## src/rtl/nice_arb_pkg.sv

```systemverilog
// nice_arb_pkg: shared arbiter state encoding and the round-robin pick function.
package nice_arb_pkg;
  typedef enum logic [1:0] {ARB_IDLE, ARB_GRANT, ARB_LOCKED} arb_state_e;
  localparam int MAX_REQ = 32;
  localparam int MAX_IDW = 5;
  typedef struct packed {
    logic found;
    logic [MAX_IDW-1:0] idx;
  } pick_t;
  // Rotate so that ptr+1 sits at bit 0, take the lowest set bit, rotate the index back.
  function automatic pick_t rr_pick(input logic [MAX_REQ-1:0] req, input logic [MAX_IDW-1:0] ptr, input int n);
    logic [MAX_REQ-1:0] rot;
    int s;
    int e;
    rot = '0;
    e = 0;
    s = (int'(ptr) + 1) % n;
    for (int i = 0; i < MAX_REQ; i++) if (i < n) rot[MAX_IDW'(i)] = req[MAX_IDW'((s + i) % n)];
    for (int i = MAX_REQ - 1; i >= 0; i--) if (rot[MAX_IDW'(i)]) e = i;
    rr_pick.found = |rot;
    rr_pick.idx = MAX_IDW'((e + s) % n);
  endfunction
endpackage

```

## src/rtl/nice_rr_pick.sv

```systemverilog
// nice_rr_pick: combinational round-robin winner search starting after ptr (NUM_REQ <= 32).
module nice_rr_pick import nice_arb_pkg::*; #(
  parameter int NUM_REQ = 4,
  localparam int IDW = NUM_REQ > 1 ? $clog2(NUM_REQ) : 1
) (
  input  logic [NUM_REQ-1:0] req,
  input  logic [IDW-1:0]     ptr,
  output logic               found,
  output logic [IDW-1:0]     idx
);
  pick_t p;
  always_comb p = rr_pick(MAX_REQ'(req), MAX_IDW'(ptr), NUM_REQ);
  assign found = p.found;
  assign idx = IDW'(p.idx);
endmodule

```

## src/rtl/nice_rr_grant_sequencer.sv

```systemverilog
// nice_rr_grant_sequencer: round-robin one-hot grant sequencer, back-to-back grants on resource beats.
// Optional multi-beat grant locking is compiled in with NICE_RR_SEQ_LOCK_EN.
module nice_rr_grant_sequencer import nice_arb_pkg::*; #(
  parameter int NUM_REQ = 4,
  parameter int MAX_LOCK = 8,
  localparam int IDW = NUM_REQ > 1 ? $clog2(NUM_REQ) : 1
) (
  input  logic               clk,
  input  logic               rst,
  input  logic [NUM_REQ-1:0] req_i,
  input  logic [NUM_REQ-1:0] lock_i,
  input  logic               rsrc_ready_i,
  output logic [NUM_REQ-1:0] gnt_o,
  output logic [IDW-1:0]     gnt_id_o,
  output logic               gnt_valid_o,
  output logic               beat_o
);
  arb_state_e state_q, state_d;
  logic [IDW-1:0] ptr_q, ptr_d, id_d, win;
  logic [NUM_REQ-1:0] gnt_d;
  logic found, done, lock_go;
`ifdef NICE_RR_SEQ_LOCK_EN
  localparam int CW = MAX_LOCK > 1 ? $clog2(MAX_LOCK) : 1;
  logic [CW-1:0] lock_cnt_q, lock_cnt_d;
  assign lock_go = beat_o & req_i[gnt_id_o] & lock_i[gnt_id_o] & (lock_cnt_q < CW'(MAX_LOCK - 1));
`else
  logic unused_lock;
  assign unused_lock = ^lock_i;
  assign lock_go = 1'b0;
`endif
  assign gnt_valid_o = |gnt_o;
  assign beat_o = gnt_valid_o & rsrc_ready_i;
  // A withdraw retires the grant like a beat, so the search restarts after the retiring index.
  assign done = beat_o | (gnt_valid_o & ~req_i[gnt_id_o]);

  nice_rr_pick #(.NUM_REQ(NUM_REQ)) u_pick (
    .req(req_i),
    .ptr(done ? gnt_id_o : ptr_q),
    .found(found),
    .idx(win)
  );

  always_comb begin
    state_d = state_q;
    ptr_d = ptr_q;
    gnt_d = gnt_o;
    id_d = gnt_id_o;
`ifdef NICE_RR_SEQ_LOCK_EN
    lock_cnt_d = lock_cnt_q;
`endif
    if (lock_go) begin
      state_d = ARB_LOCKED;
`ifdef NICE_RR_SEQ_LOCK_EN
      lock_cnt_d = lock_cnt_q + 1'b1;
`endif
    end else if (done || state_q == ARB_IDLE) begin
      ptr_d = done ? gnt_id_o : ptr_q;
      state_d = found ? ARB_GRANT : ARB_IDLE;
      gnt_d = found ? NUM_REQ'(1) << win : '0;
      id_d = found ? win : '0;
`ifdef NICE_RR_SEQ_LOCK_EN
      lock_cnt_d = '0;
`endif
    end
  end

  always_ff @(posedge clk) begin
    if (rst) begin
      state_q <= ARB_IDLE;
      ptr_q <= IDW'(NUM_REQ - 1);
      gnt_o <= '0;
      gnt_id_o <= '0;
`ifdef NICE_RR_SEQ_LOCK_EN
      lock_cnt_q <= '0;
`endif
    end else begin
      state_q <= state_d;
      ptr_q <= ptr_d;
      gnt_o <= gnt_d;
      gnt_id_o <= id_d;
`ifdef NICE_RR_SEQ_LOCK_EN
      lock_cnt_q <= lock_cnt_d;
`endif
    end
  end
endmodule

```

## config.mk

```make
export PLATFORM = sky130hd
export DESIGN_NAME = nice_rr_grant_sequencer
export DESIGN_NICKNAME = d
export VERILOG_FILES = /design/src/rtl/nice_arb_pkg.sv /design/src/rtl/nice_rr_pick.sv /design/src/rtl/nice_rr_grant_sequencer.sv
export SDC_FILE = /design/constraint.sdc
export NUM_CORES = 1
export LEC_CHECK = 0
export CELL_PAD_IN_SITES_DETAIL_PLACEMENT = 0
export CELL_PAD_IN_SITES_GLOBAL_PLACEMENT = 1
export CORE_MARGIN = 3
export CORE_UTILIZATION = 37
export CTS_BUF_LIST = sky130_fd_sc_hd__clkbuf_4
export DETAILED_ROUTE_END_ITERATION = 8
export PLACE_DENSITY = 0.86
export SLEW_MARGIN = 20
export SYNTH_ARGS = -nofsm -noshare
export SYNTH_HDL_FRONTEND = slang
export SYNTH_HIERARCHICAL = 1
export SYNTH_SLANG_ARGS = --single-unit
```

## constraint.sdc

```tcl
create_clock -name clk -period 5.11 [get_ports clk]
set_clock_uncertainty 0.2 [all_clocks]
set_input_delay 0.7665 -clock clk [delete_from_list [all_inputs] [get_ports clk]]
set_output_delay 0.7665 -clock clk [all_outputs]
set_load 0.01 [all_outputs]
```

---- Word level (Yosys, flattened, before mapping) ----
Index checks and enable logic that the tools add are counted.
cells by class
  add/subtract/negate cells ............... 5
  $lt $le $gt $ge ......................... 5
  shifts and indexed selects .............. 1
  muxes and demuxes ....................... 22
  bitwise gates (word level) .............. 9
  reduce and logical (&&, ||, !) cells .... 8
operators by type and width
  operator             number
  $lt 3x7->1 const B   4
  $bmux 1 s3           4
  $mux 2               6
  $mux 1               10
  $add 3x3->4 const B  2
  $reduce_or 2->1      4
  $reduce_or 4->1      2
  $and 1x1->1          6
  $add 3x2->4 const B  1
  $mux 4               1
  $shl 1x2->4 const A  1
  $lt 2x3->1 const B   1
  $add 2x1->2 const B  1
  $add 2x2->2          1
  $bmux 1 s2           1
  $logic_not 2->1      1
  $and 1x1->1 const A  1
  $logic_or 1x1->1     1
  $not 1->1            1
  $or 1x1->1           1
storage, ports and cells
  register bits after elaboration ......... 10
  bits of input ports ..................... 11
  output and inout port bits .............. 8

---- Logic depth before layout (Yosys ltp) ----
Gate-level depths: netlist of run 1.
  depth after elaboration ................. 22
  mapped depth ............................ 12
  depth with buffers taken out ............ 12

---- Cells and area by module ----
Netlist of run 1, hierarchy kept.
by module, submodules not included
  module                   times used  cells each  area an instance (µm²)
  nice_rr_grant_sequencer  1           49          499.2
  nice_rr_pick             1           20          121.4

---- Worst setup path before layout of run 1 ----
No wires, ideal clock.
  kind .................................... input to register
  from .................................... input port req_i[2]
  to ...................................... register gnt_o[0]
  setup time .............................. 72 ps
  arrival ................................. 3012 ps
  required time ........................... 4838 ps
  slack ................................... 1826 ps
  cell stages on the path ................. 9
  path buffers ............................ 0
  path through ............................ mux2_4 a221oi_2 mux2_4 nor3_1 a21oi_1 ha_1 xnor2_1 or4b_2 mux2i_1
between the ends
  cells in the longest elaborated chain, start to end .. 20
RTL lines
  what                                        line                           RTL
  start, declared                             nice_rr_grant_sequencer.sv:10  input logic [NUM_REQ-1:0] req_i,
  $bmux 1 s2                                  nice_rr_grant_sequencer.sv:34  assign done = beat_o | (gnt_valid_o & ~req_i[gnt_id_o]);
  $mux 1 (not written as such)                nice_rr_grant_sequencer.sv:34
  $not 1->1                                   nice_rr_grant_sequencer.sv:34
  $and 1x1->1                                 nice_rr_grant_sequencer.sv:34
  $or 1x1->1                                  nice_rr_grant_sequencer.sv:34
  $mux 2                                      -
  $add 2x1->2                                 nice_arb_pkg.sv:17             s = (int'(ptr) + 1) % n;
  $reduce_or 2->1 (no source line)            -
  [2 not listed]                              -
  $and 1x1->1 (no source line)                -
  $bmux 1 s3                                  nice_arb_pkg.sv:18             for (int i = 0; i < MAX_REQ; i++) if (i < n) rot[MAX_IDW'(i)] = req[MAX_IDW'((s + i) % n)];
  $mux 1 (not written as such) (2 in series)  nice_arb_pkg.sv:18
  $mux 2 (3 in series)                        nice_arb_pkg.sv:19             for (int i = MAX_REQ - 1; i >= 0; i--) if (rot[MAX_IDW'(i)]) e = i;
  $add 2x2->2 *                               nice_arb_pkg.sv:21             rr_pick.idx = MAX_IDW'((e + s) % n);
  named net win[1]                            nice_rr_grant_sequencer.sv:19  logic [IDW-1:0] ptr_q, ptr_d, id_d, win;
  $shl 1x2->4 *                               nice_rr_grant_sequencer.sv:59  gnt_d = found ? NUM_REQ'(1) << win : '0;
  $mux 4 *                                    nice_rr_grant_sequencer.sv:59
  end signal, assigned                        nice_rr_grant_sequencer.sv:79  gnt_o <= gnt_d;
  end, declared                               nice_rr_grant_sequencer.sv:13  output logic [NUM_REQ-1:0] gnt_o,
Mark *: on every way through the listed nets, which the timed path passes. The rest lies on a longest branch. The select of a mux whose other input is x is not followed.
A chain may end at the register's enable or synchronous reset.

---- Worst setup path in the final report of run 1 ----
  from .................................... input port req_i[3]
  to ...................................... register gnt_o[0]
Same word-level chain as after synthesis.

==> metrics.yaml, run 1 <==
max_stage_delay_ns: 0.66
netlist_area_um2: 621
cts_root_buffer: "clkbuf_4"
antenna_found_initial: 0
gp_congestion: 0.690
timing.final.crit_period_ns: 3.78
cts_setup_buffers: 0
hold_viol: 0
grt_usage_pct: 13.5
yosys_warnings: 6
drive_gt1_share_pct: 18.6
holdBufCountCts: 0
hpwl_um: 927
die_w_um: 47.0
drtIter0Drc: 6
routedWlPerCell_um: 12.0
timing.fmax_mhz: 264
clock_sinks: 9
diodes: 0
max-vdd-ir-drop_mv: 0.340
syn_avg_cell_area_um2: 8.99
final_cell_mix: "clkdlybuf4s50_1, dfxtp_1, nor2_1, nand2_1, a21oi_1"
power_leakage_nw: 0.328
core_um2: 1540
die_area_um2: 2200
intPower_mw: 0.264
insertion_delay_ns: 0.26
crit_path_frequent_cell: "a21oi_1"
maxCapViolCount: 0
htree_levels: 1
max_slew_margin_pct: 65.0
area_growth_pct: 30.0
antenna_left: 0
initial_core_util_pct: 40.3
rsz0062_at_grt: "no"
setup_violations: 0
wl_um: 1220
p_clk_share_pct: 13.9
final_cells: 102
die_h_um: 47.0
drt-pass1-iter-count: 4
io_pins: 19
overflow: 0
vias: 538
placedCellCount: 98
cts_tree: "built"
tightestPinTransition_ns: 0.525
hold_path.class: "flip-flop to flip-flop"
io_buffers: 14
cp-start-kind: "input pin"
cts_buffers: 3
powerDensity_nw_per_um2: 546
synth_nets: 81
hold_depth: 2
synthCells: 69
share_seq_of_total_power_pct: 24.0
end_kind: "flip-flop"
slew_violations: 0
fin_crit_sh_pct: 74.0
placed_area_um2: 777
crit_required_ns: 5.10
synth_cell_types: 29
pwr-share-comb_pct: 62.1
cpMaxStageDelayCell: "or4b_2"
final_cell_area_um2: 807
grt_max_degree: 15
final_common_cell: "clkdlybuf4s50_1"
grt_pass1_wl_um: 2050
arrival_ns: 3.78
grt_pass1_vias: 480
ys_ff_latch: 9
rows: 14
path_clk_slew_ns: 0.06
ff2ff_path_depth: 11
swShare_pct: 40.1
path_class: "input pin to flip-flop"
post_cts_resized: 0
final_net_count: 99
clock_path_buffers: 2
fin_setup_tns_ns: 0
path_cells: "clkdlybuf4s50_1 > mux2_4 > a221oi_2 > o2bb2ai_1 > nand2_1 > a21oi_1 > nor3_1 > a21oi_1 > ha_1 > xnor2_1 > or4b_2 > mux2i_1"
run_status: "complete, no violations"
drc: 0
routed_via_density: 5.27
power_switching_mw: 0.177
cp_max_fo: 8
synth_seq_area_share_pct: 29.0
==> per-layer routing <==
layer	GRT usage [%]	wire length, um
met5	0	0
met4	6.63	0
met3	5.75	58
met2	18.4	551
met1	18.1	612
==> per-stage QoR <==
step | utilization (%) | hold slack (ns) | worst slack (ns) | power, mW
5_1_grt | 52.4 | 0.372 | 1.12 | 0.481
3_3_place_gp | 50.4 | 0.312 | 1.10 | 0.377
2_1_floorplan | - | 0.338 | 1.83 | 0.307
6_report | 52.4 | 0.330 | 1.33 | 0.441
4_1_cts | 52.4 | 0.339 | 1.32 | 0.445
3_5_place_dp | 50.4 | 0.330 | 1.06 | 0.382
==> synthesized netlist by cell type <==
master | n | area [um2]
a21oi_1 | 5 | 25.0
a221oi_2 | 1 | 15.0
a31oi_1 | 1 | 6.26
and2_1 | 1 | 6.26
clkbuf_1 | 1 | 3.75
dfxtp_1 | 9 | 180
ha_1 | 1 | 12.5
inv_1 | 4 | 15.0
mux2_2 | 4 | 45.0
mux2_4 | 2 | 30.0
mux2i_1 | 3 | 30.0
nand2_1 | 6 | 22.5
nand2b_1 | 3 | 18.8
nand3_2 | 1 | 10.0
nand3b_1 | 1 | 7.51
nand4b_1 | 2 | 17.5
nor2_1 | 6 | 22.5
nor2b_1 | 4 | 25.0
nor3_1 | 2 | 10.0
nor3b_1 | 2 | 15.0
nor4_4 | 1 | 21.3
nor4b_2 | 1 | 15.0
o211ai_1 | 1 | 7.51
o21ba_2 | 1 | 10.0
o2bb2ai_1 | 1 | 8.76
o311ai_1 | 1 | 8.76
or2_1 | 2 | 12.5
or4b_2 | 1 | 10.0
xnor2_1 | 1 | 8.76
==> final timing paths <==
path | from | to | slack (ns)
worst min-delay path | gnt_o[0]$_SDFFE_PP0P_ | gnt_o[0]$_SDFFE_PP0P_ | 0.33
worst max register to register | gnt_id_o[0]$_SDFFE_PP0P_ | gnt_o[0]$_SDFFE_PP0P_ | 1.89
worst max-delay path | req_i[3] | gnt_o[0]$_SDFFE_PP0P_ | 1.33
worst min register to register | gnt_o[0]$_SDFFE_PP0P_ | gnt_o[0]$_SDFFE_PP0P_ | 0.33
==> flip-flops by register name, summed over array words and instances, names as in the netlist <==
register  count
gnt_o         4
gnt_id_o      2
ptr_q         2
state_q       1
==> logic make-up (layout without fill, tap and decap cells) <==
kind of cell	count (synthesis)	count (layout)	synth area share, %
compound gates	11	11	13.1
xor+xnor	1	1	1.41
fa+ha+maj	1	1	2.02
buf+inv	5	22	3.02
flops	9	9	29.0
mux	9	9	16.9
simple gates	33	33	34.5
==> cell type report <==
| class | instances | area [um2] |
|---|---|---|
| Inverter | 4 | 15.0 |
| Clock buffer | 4 | 30.0 |
| Timing Repair Buffer | 14 | 140 |
| Tap cell | 16 | 20.0 |
| Multi-Input combinational cell | 55 | 422 |
| Fill cell | 152 | 734 |
| Sequential cell | 9 | 180 |
==> power groups by stage <==
stage / registers, mW / clock network (mW) / logic, mW
6_report: 0.106 / 0.0611 / 0.274
5_1_grt: 0.109 / 0.0688 / 0.303
3_3_place_gp: 0.107 / 0 / 0.270
2_1_floorplan: 0.110 / 0 / 0.198
4_1_cts: 0.106 / 0.0624 / 0.276
3_5_place_dp: 0.108 / 0 / 0.275
==> worst max-delay path: cells and delay by family <==
kind	cells	cell delay (ns)
simple gates	3	0.97
compound gates	4	0.70
buf+inv	1	0.52
mux	2	0.46
fa+ha+maj	1	0.19
xor+xnor	1	0.17
Power figures use the tool's default switching activity.
==> inputs of run 2 (changes only) <==
--- a/config.mk
+++ b/config.mk
@@ -8,10 +8,10 @@
 export CELL_PAD_IN_SITES_DETAIL_PLACEMENT = 0
 export CELL_PAD_IN_SITES_GLOBAL_PLACEMENT = 1
 export CORE_MARGIN = 3
-export CORE_UTILIZATION = 37
+export CORE_UTILIZATION = 31
 export CTS_BUF_LIST = sky130_fd_sc_hd__clkbuf_4
 export DETAILED_ROUTE_END_ITERATION = 8
-export PLACE_DENSITY = 0.86
+export PLACE_DENSITY = 0.77
 export SLEW_MARGIN = 20
 export SYNTH_ARGS = -nofsm -noshare
 export SYNTH_HDL_FRONTEND = slang
==> constraint.sdc (replaced) <==
create_clock -name clk -period 3.2 [get_ports clk]
set_clock_uncertainty 0.2 [all_clocks]
set_input_delay 0.48 -clock clk [delete_from_list [all_inputs] [get_ports clk]]
set_output_delay 0.48 -clock clk [all_outputs]
set_load 0.01 [all_outputs]
==> metrics.yaml, run 2 (synthesis results as in run 1) <==
rows: 15  # +1
die_area_um2: 2570  # +17%
cts_tree: "built"
antenna_found_initial: 0  # unchanged
final_common_cell: "buf_4"
worstSetupStartpoint: "gnt_id_o[0]$_SDFFE_PP0P_"
die_w_um: 50.7  # +8.1%
area_growth_pct: 57.5
grt_max_degree: 15  # unchanged
placedCellCount: 119  # +21%
drtIter0Drc: 6  # unchanged
grt_pass1_wl_um: 2480  # +21%
cpMaxStageDelayCell: "or4b_4"
max_slew_margin_pct: 73.4  # +8.4 points
final_cells: 124  # +22%
path_class: "flip-flop to flip-flop"
fin_setup_tns_ns: 0  # unchanged
setup.worst_path.end: "gnt_o[0]$_SDFFE_PP0P_"
reg2reg_to: "gnt_o[0]$_SDFFE_PP0P_"
timing.final.crit_period_ns: 3.00
cts_buffers: 3  # unchanged
tightestPinTransition_ns: 0.397  # -0.128 ns
overflow: 0  # unchanged
place_ws_ns: -0.405  # -1.47 ns
drt-pass1-iter-count: 4  # unchanged
powerDensity_nw_per_um2: 907  # +66%
io_pins: 19  # unchanged
grt_usage_pct: 12.5  # -0.99 points
hpwl_um: 1110  # +19%
run_status: "complete, no violations"
arrival_ns: 2.99  # -0.79 ns
clock_sinks: 9  # unchanged
core_um2: 1800  # +17%
maxCapViolCount: 0  # unchanged
routed_via_density: 4.93  # -6.6%
vias: 611  # +14%
rsz0062_at_grt: "no"
path_clk_slew_ns: 0.06  # about the same
cts_root_buffer: "clkbuf_4"
insertion_delay_ns: 0.25  # about the same
setup_violations: 0  # unchanged
holdWs_ns: 0.326  # -0.00426 ns
gp_congestion: 0.722  # +4.5%
max_stage_delay_ns: 0.55  # -0.11 ns
grt_pass1_vias: 545  # +14%
crit_required_ns: 3.19  # -1.91 ns
drive_gt1_share_pct: 33.3  # +15 points
htree_levels: 1  # unchanged
ff2ff_path_depth: 9  # -2
end_kind: "flip-flop"
path_cells: "mux2_4 > a221oi_4 > mux2_4 > nor3_2 > a21oi_1 > ha_1 > xnor2_1 > or4b_4 > mux2i_1"
max-vdd-ir-drop_mv: 0.519  # +53%
slew_violations: 0  # unchanged
largest_registers: "gnt_o (4), gnt_id_o (2), ptr_q (2)"
cp_max_fo: 7  # -1
hold_path.class: "flip-flop to flip-flop"
hold_viol: 0  # unchanged
final_net_count: 112  # +13%
setup_slack_ns: 0.200  # -1.13 ns
fillers: 171  # +13%
crit_path_frequent_cell: "mux2_4"
antenna_left: 0  # unchanged
timing.fmax_mhz: 333
fin_crit_sh_pct: 93.8
largest_reg_flops: 4  # unchanged
diodes: 0  # unchanged
cp-start-kind: "flip-flop"
wl_um: 1520  # +24%
power_leakage_nw: 0.453  # +38%
clock_path_buffers: 2  # unchanged
io_buffers: 14  # unchanged
r2r-start: "gnt_id_o[0]$_SDFFE_PP0P_"
regMostFlops: "gnt_o"
die_h_um: 50.7  # +8.1%
drc: 0  # unchanged
initial_core_util_pct: 34.4  # -5.8 points
final_cell_mix: "buf_4, dfxtp_1, clkdlybuf4s50_1"
finalPower_mw: 0.886  # +100%
routedWlPerCell_um: 12.2  # +2.2%
ff2ff_setup_slack_ns: 0.20  # -1.69 ns
run 2: changes by cell type in the layout (fill, tap and decap cells not counted), sizes merged:
cell           change
buf               +13
clkdlybuf4s50      -5
dlymetal6s2s       +5
run 2: how the worst min path moves through the flow:
stage | from | to | slack, ns | cells past startpoint
final | gnt_o[0]$_SDFFE_PP0P_ | gnt_o[0]$_SDFFE_PP0P_ | 0.33 | 2
after global routing | gnt_o[3]$_SDFFE_PP0P_ | gnt_o[3]$_SDFFE_PP0P_ | 0.35 | 2
after CTS | gnt_o[0]$_SDFFE_PP0P_ | gnt_o[0]$_SDFFE_PP0P_ | 0.33 | 2
after detailed placement | gnt_o[0]$_SDFFE_PP0P_ | gnt_o[0]$_SDFFE_PP0P_ | 0.32 | 2
after global placement | gnt_o[3]$_SDFFE_PP0P_ | gnt_o[3]$_SDFFE_PP0P_ | 0.32 | 2
after floorplan | gnt_o[0]$_SDFFE_PP0P_ | gnt_o[0]$_SDFFE_PP0P_ | 0.34 | 2
run 2: metal layers:
metal / vias to the layer above / GRT usage (%) / wire length, um
li1: 305 / - / -
met1: 296 / 14.9 / 697
met2: 8 / 22.2 / 790
met3: 2 / 1.78 / 14
met4: 0 / 5.38 / 15
met5: - / 0 / 0
run 2: final cells by class:
type | instances | area (um2) | area share (%)
Tap cell | 25 | 31.3 | 3.20
Clock buffer | 4 | 30.0 | 3.07
Sequential cell | 9 | 180 | 18.4
Multi-Input combinational cell | 55 | 470 | 48.1
Timing Repair Buffer | 27 | 250 | 25.6
Inverter | 4 | 15.0 | 1.54
run 2: power by group:
part	total [mW]	internal (mW)	switching (mW)
clock network	0.0962	0.0565	0.0397
logic	0.619	0.346	0.272
registers	0.171	0.143	0.0279
total	0.886	0.546	0.340
run 2: worst max-delay path: cells and delay by family (launching register included):
kind | cells | cell delay [ns]
multiplexers | 3 | 0.85
flip-flops | 1 | 0.42
XOR/XNOR | 1 | 0.14
adder cells (fa/ha/maj) | 1 | 0.19
AO/OA/AOI/OAI | 2 | 0.38
AND/OR/NAND/NOR | 2 | 0.73
run 2: timing repair:
item	in CTS	in global routing
pin swaps	1	4
cloned	0	0
endpoints found under the setup margin	1	4
hold buffers	0	0
buffers inserted	1	0
resized for setup	4	9
run 2: per-stage QoR:
stage / util [%] / instance area, um2
final: 54.2 / 977
after floorplan: - / 621
after global placement: 48.8 / 878
after global routing: 54.2 / 977
after detailed placement: 48.8 / 878
after CTS: 52.3 / 942
==> inputs of run 3 (changes only) <==
--- a/config.mk
+++ b/config.mk
@@ -10,7 +10,9 @@
 export CORE_MARGIN = 3
 export CORE_UTILIZATION = 31
 export CTS_BUF_LIST = sky130_fd_sc_hd__clkbuf_4
+export CTS_CLUSTER_SIZE = 14
 export DETAILED_ROUTE_END_ITERATION = 8
+export GPL_TIMING_DRIVEN = 0
 export PLACE_DENSITY = 0.77
 export SLEW_MARGIN = 20
 export SYNTH_ARGS = -nofsm -noshare
==> metrics.yaml, run 3 (synthesis results as in run 1) <==
antenna_left: 0  # unchanged
wl_um: 1410  # -7.4%
grt_max_degree: 11  # -4
slew_violations: 0  # unchanged
routed_via_density: 5.07  # +2.9%
final_cells: 113  # -8.9%
routedWlPerCell_um: 12.4  # +1.6%
powerDensity_nw_per_um2: 919  # +1.3%
gp_congestion: 0.705  # -2.3%
finalPower_mw: 0.804  # -9.3%
crit_required_ns: 3.19  # about the same
r2r-start: "gnt_id_o[0]$_SDFFE_PP0P_"
hold_path.class: "flip-flop to flip-flop"
min_from: "gnt_o[0]$_SDFFE_PP0P_"
area_growth_pct: 40.9
grt_usage_pct: 11.2  # -1.3 points
final_common_cell: "clkdlybuf4s50_1"
cts_root_buffer: "clkbuf_4"
ff2ff_setup_slack_ns: 0.19  # about the same
crit_path_frequent_cell: "mux2_4"
arrival_ns: 3.00  # about the same
max_stage_delay_ns: 0.52  # -0.03 ns
io_pins: 19  # unchanged
rows: 15  # unchanged
hold_end: "gnt_o[0]$_SDFFE_PP0P_"
max_slew_margin_pct: 73.6  # +0.14 points
timing.final.crit_period_ns: 3.01  # +0.00951 ns
die_area_um2: 2570  # unchanged
power_leakage_nw: 0.356  # -22%
insertion_delay_ns: 0.26  # about the same
drc: 0  # unchanged
drt-pass1-iter-count: 4  # unchanged
timing.fmax_mhz: 332  # -0.32%
fillers: 206  # +20%
rsz0062_at_grt: "no"
path_cells: "mux2_4 > a221oi_4 > mux2_4 > buf_4 > o211ai_1 > o311ai_2 > xnor2_2 > or4b_4 > mux2i_1"
cp_max_fo: 6  # -1
tightestPinTransition_ns: 0.394  # -0.00382 ns
ff2ff_path_depth: 9  # unchanged
overflow: 0  # unchanged
run_status: "complete, no violations"
antenna_found_initial: 0  # unchanged
grt_pass1_wl_um: 2200  # -11%
clock_path_buffers: 2  # unchanged
die_w_um: 50.7  # unchanged
hold_viol: 0  # unchanged
maxCapViolCount: 0  # unchanged
path_class: "flip-flop to flip-flop"
htree_levels: 1  # unchanged
largest_reg_flops: 4  # unchanged
core_um2: 1800  # unchanged
path_clk_slew_ns: 0.06  # about the same
cp-start-kind: "flip-flop"
fin_crit_sh_pct: 94.1  # +0.30 points
placedCellCount: 108  # -9.2%
reg2reg_to: "gnt_o[0]$_SDFFE_PP0P_"
cpMaxStageDelayCell: "or4b_4"
end_kind: "flip-flop"
vias: 573  # -6.2%
fin_setup_tns_ns: 0  # unchanged
setup_violations: 0  # unchanged
holdWs_ns: 0.335  # +0.00867 ns
regMostFlops: "gnt_o"
largest_registers: "gnt_o (4), gnt_id_o (2), ptr_q (2)"
final_cell_mix: "clkdlybuf4s50_1, dfxtp_1, nor2_1, nand2_1, a21oi_1"
io_buffers: 14  # unchanged
hold_depth: 2  # unchanged
cts_tree: "built"
grt_pass1_vias: 508  # -6.8%
max-vdd-ir-drop_mv: 0.582  # +12%
initial_core_util_pct: 34.4  # unchanged
cts_buffers: 3  # unchanged
final_net_count: 101  # -9.8%
hpwl_um: 993  # -10%
clock_sinks: 9  # unchanged
drtIter0Drc: 14  # +8
die_h_um: 50.7  # unchanged
diodes: 0  # unchanged
drive_gt1_share_pct: 30.7  # -2.7 points
==> run 3: report_power, final <==
group          internal, mW  switching, mW
clock network        0.0564         0.0380
registers             0.145         0.0289
logic                 0.275          0.260
total                 0.477          0.327
==> run 3: metal layers <==
| layer | global-route usage, % | vias up | part of all wire (%) |
|---|---|---|---|
| li1 | - | 285 | - |
| met1 | 12.4 | 272 | 41 |
| met2 | 19.8 | 16 | 54 |
| met3 | 3.86 | 0 | 4.8 |
| met4 | 4.04 | 0 | 0 |
| met5 | 0 | - | 0 |
==> run 3: worst max-delay path, delay by kind of cell, from the launching register on <==
| kind | cells | cell delay, ns |
|---|---|---|
| AOI/OAI and AO/OA | 3 | 0.66 |
| xor gates and xnor gates | 1 | 0.20 |
| buffers and inverters | 1 | 0.15 |
| DFF | 1 | 0.37 |
| muxes | 3 | 0.84 |
| and+or+nand+nor | 1 | 0.52 |
==> run 3: how the worst max path moves through the flow <==
stage | start | end | slack (ns) | cells past startpoint
floorplan | gnt_id_o[0]$_SDFFE_PP0P_ | gnt_o[0]$_SDFFE_PP0P_ | 0.18 | 9
global placement | req_i[3] | gnt_o[0]$_SDFFE_PP0P_ | -0.52 | 12
detailed placement | req_i[3] | gnt_o[0]$_SDFFE_PP0P_ | -0.54 | 12
CTS | req_i[3] | gnt_o[0]$_SDFFE_PP0P_ | 0.003 | 10
global route | gnt_id_o[0]$_SDFFE_PP0P_ | gnt_o[0]$_SDFFE_PP0P_ | 0.06 | 9
finish | gnt_id_o[0]$_SDFFE_PP0P_ | gnt_o[0]$_SDFFE_PP0P_ | 0.19 | 9
==> run 3: stage by stage <==
stage                     area (um2)  worst slack [ns]  utilization, %
after global placement           792            -0.518            44.0
after CTS                        842           0.00324            46.7
after detailed placement         792            -0.543            44.0
after floorplan                  621             0.183               -
final                            875             0.190            48.5
after global routing             875            0.0594            48.5
==> run 3: cell type report <==
| type | instances | area (um2) | area share [%] |
|---|---|---|---|
| buffer | 1 | 3.75 | 0.429 |
| clock buffer | 4 | 30.0 | 3.43 |
| multi-input combinational | 55 | 484 | 55.4 |
| tap | 25 | 31.3 | 3.58 |
| sequential | 9 | 184 | 21.0 |
| timing repair buffer | 15 | 126 | 14.4 |
| inverter | 4 | 15.0 | 1.72 |
==> run 3: timing repair <==
| item | CTS | global route |
|---|---|---|
| pin swaps | 1 | 3 |
| setup buffers | 1 | 0 |
| endpoints found under the setup margin | 3 | 1 |
| hold buffers | 0 | 0 |
| resized for setup | 8 | 16 |
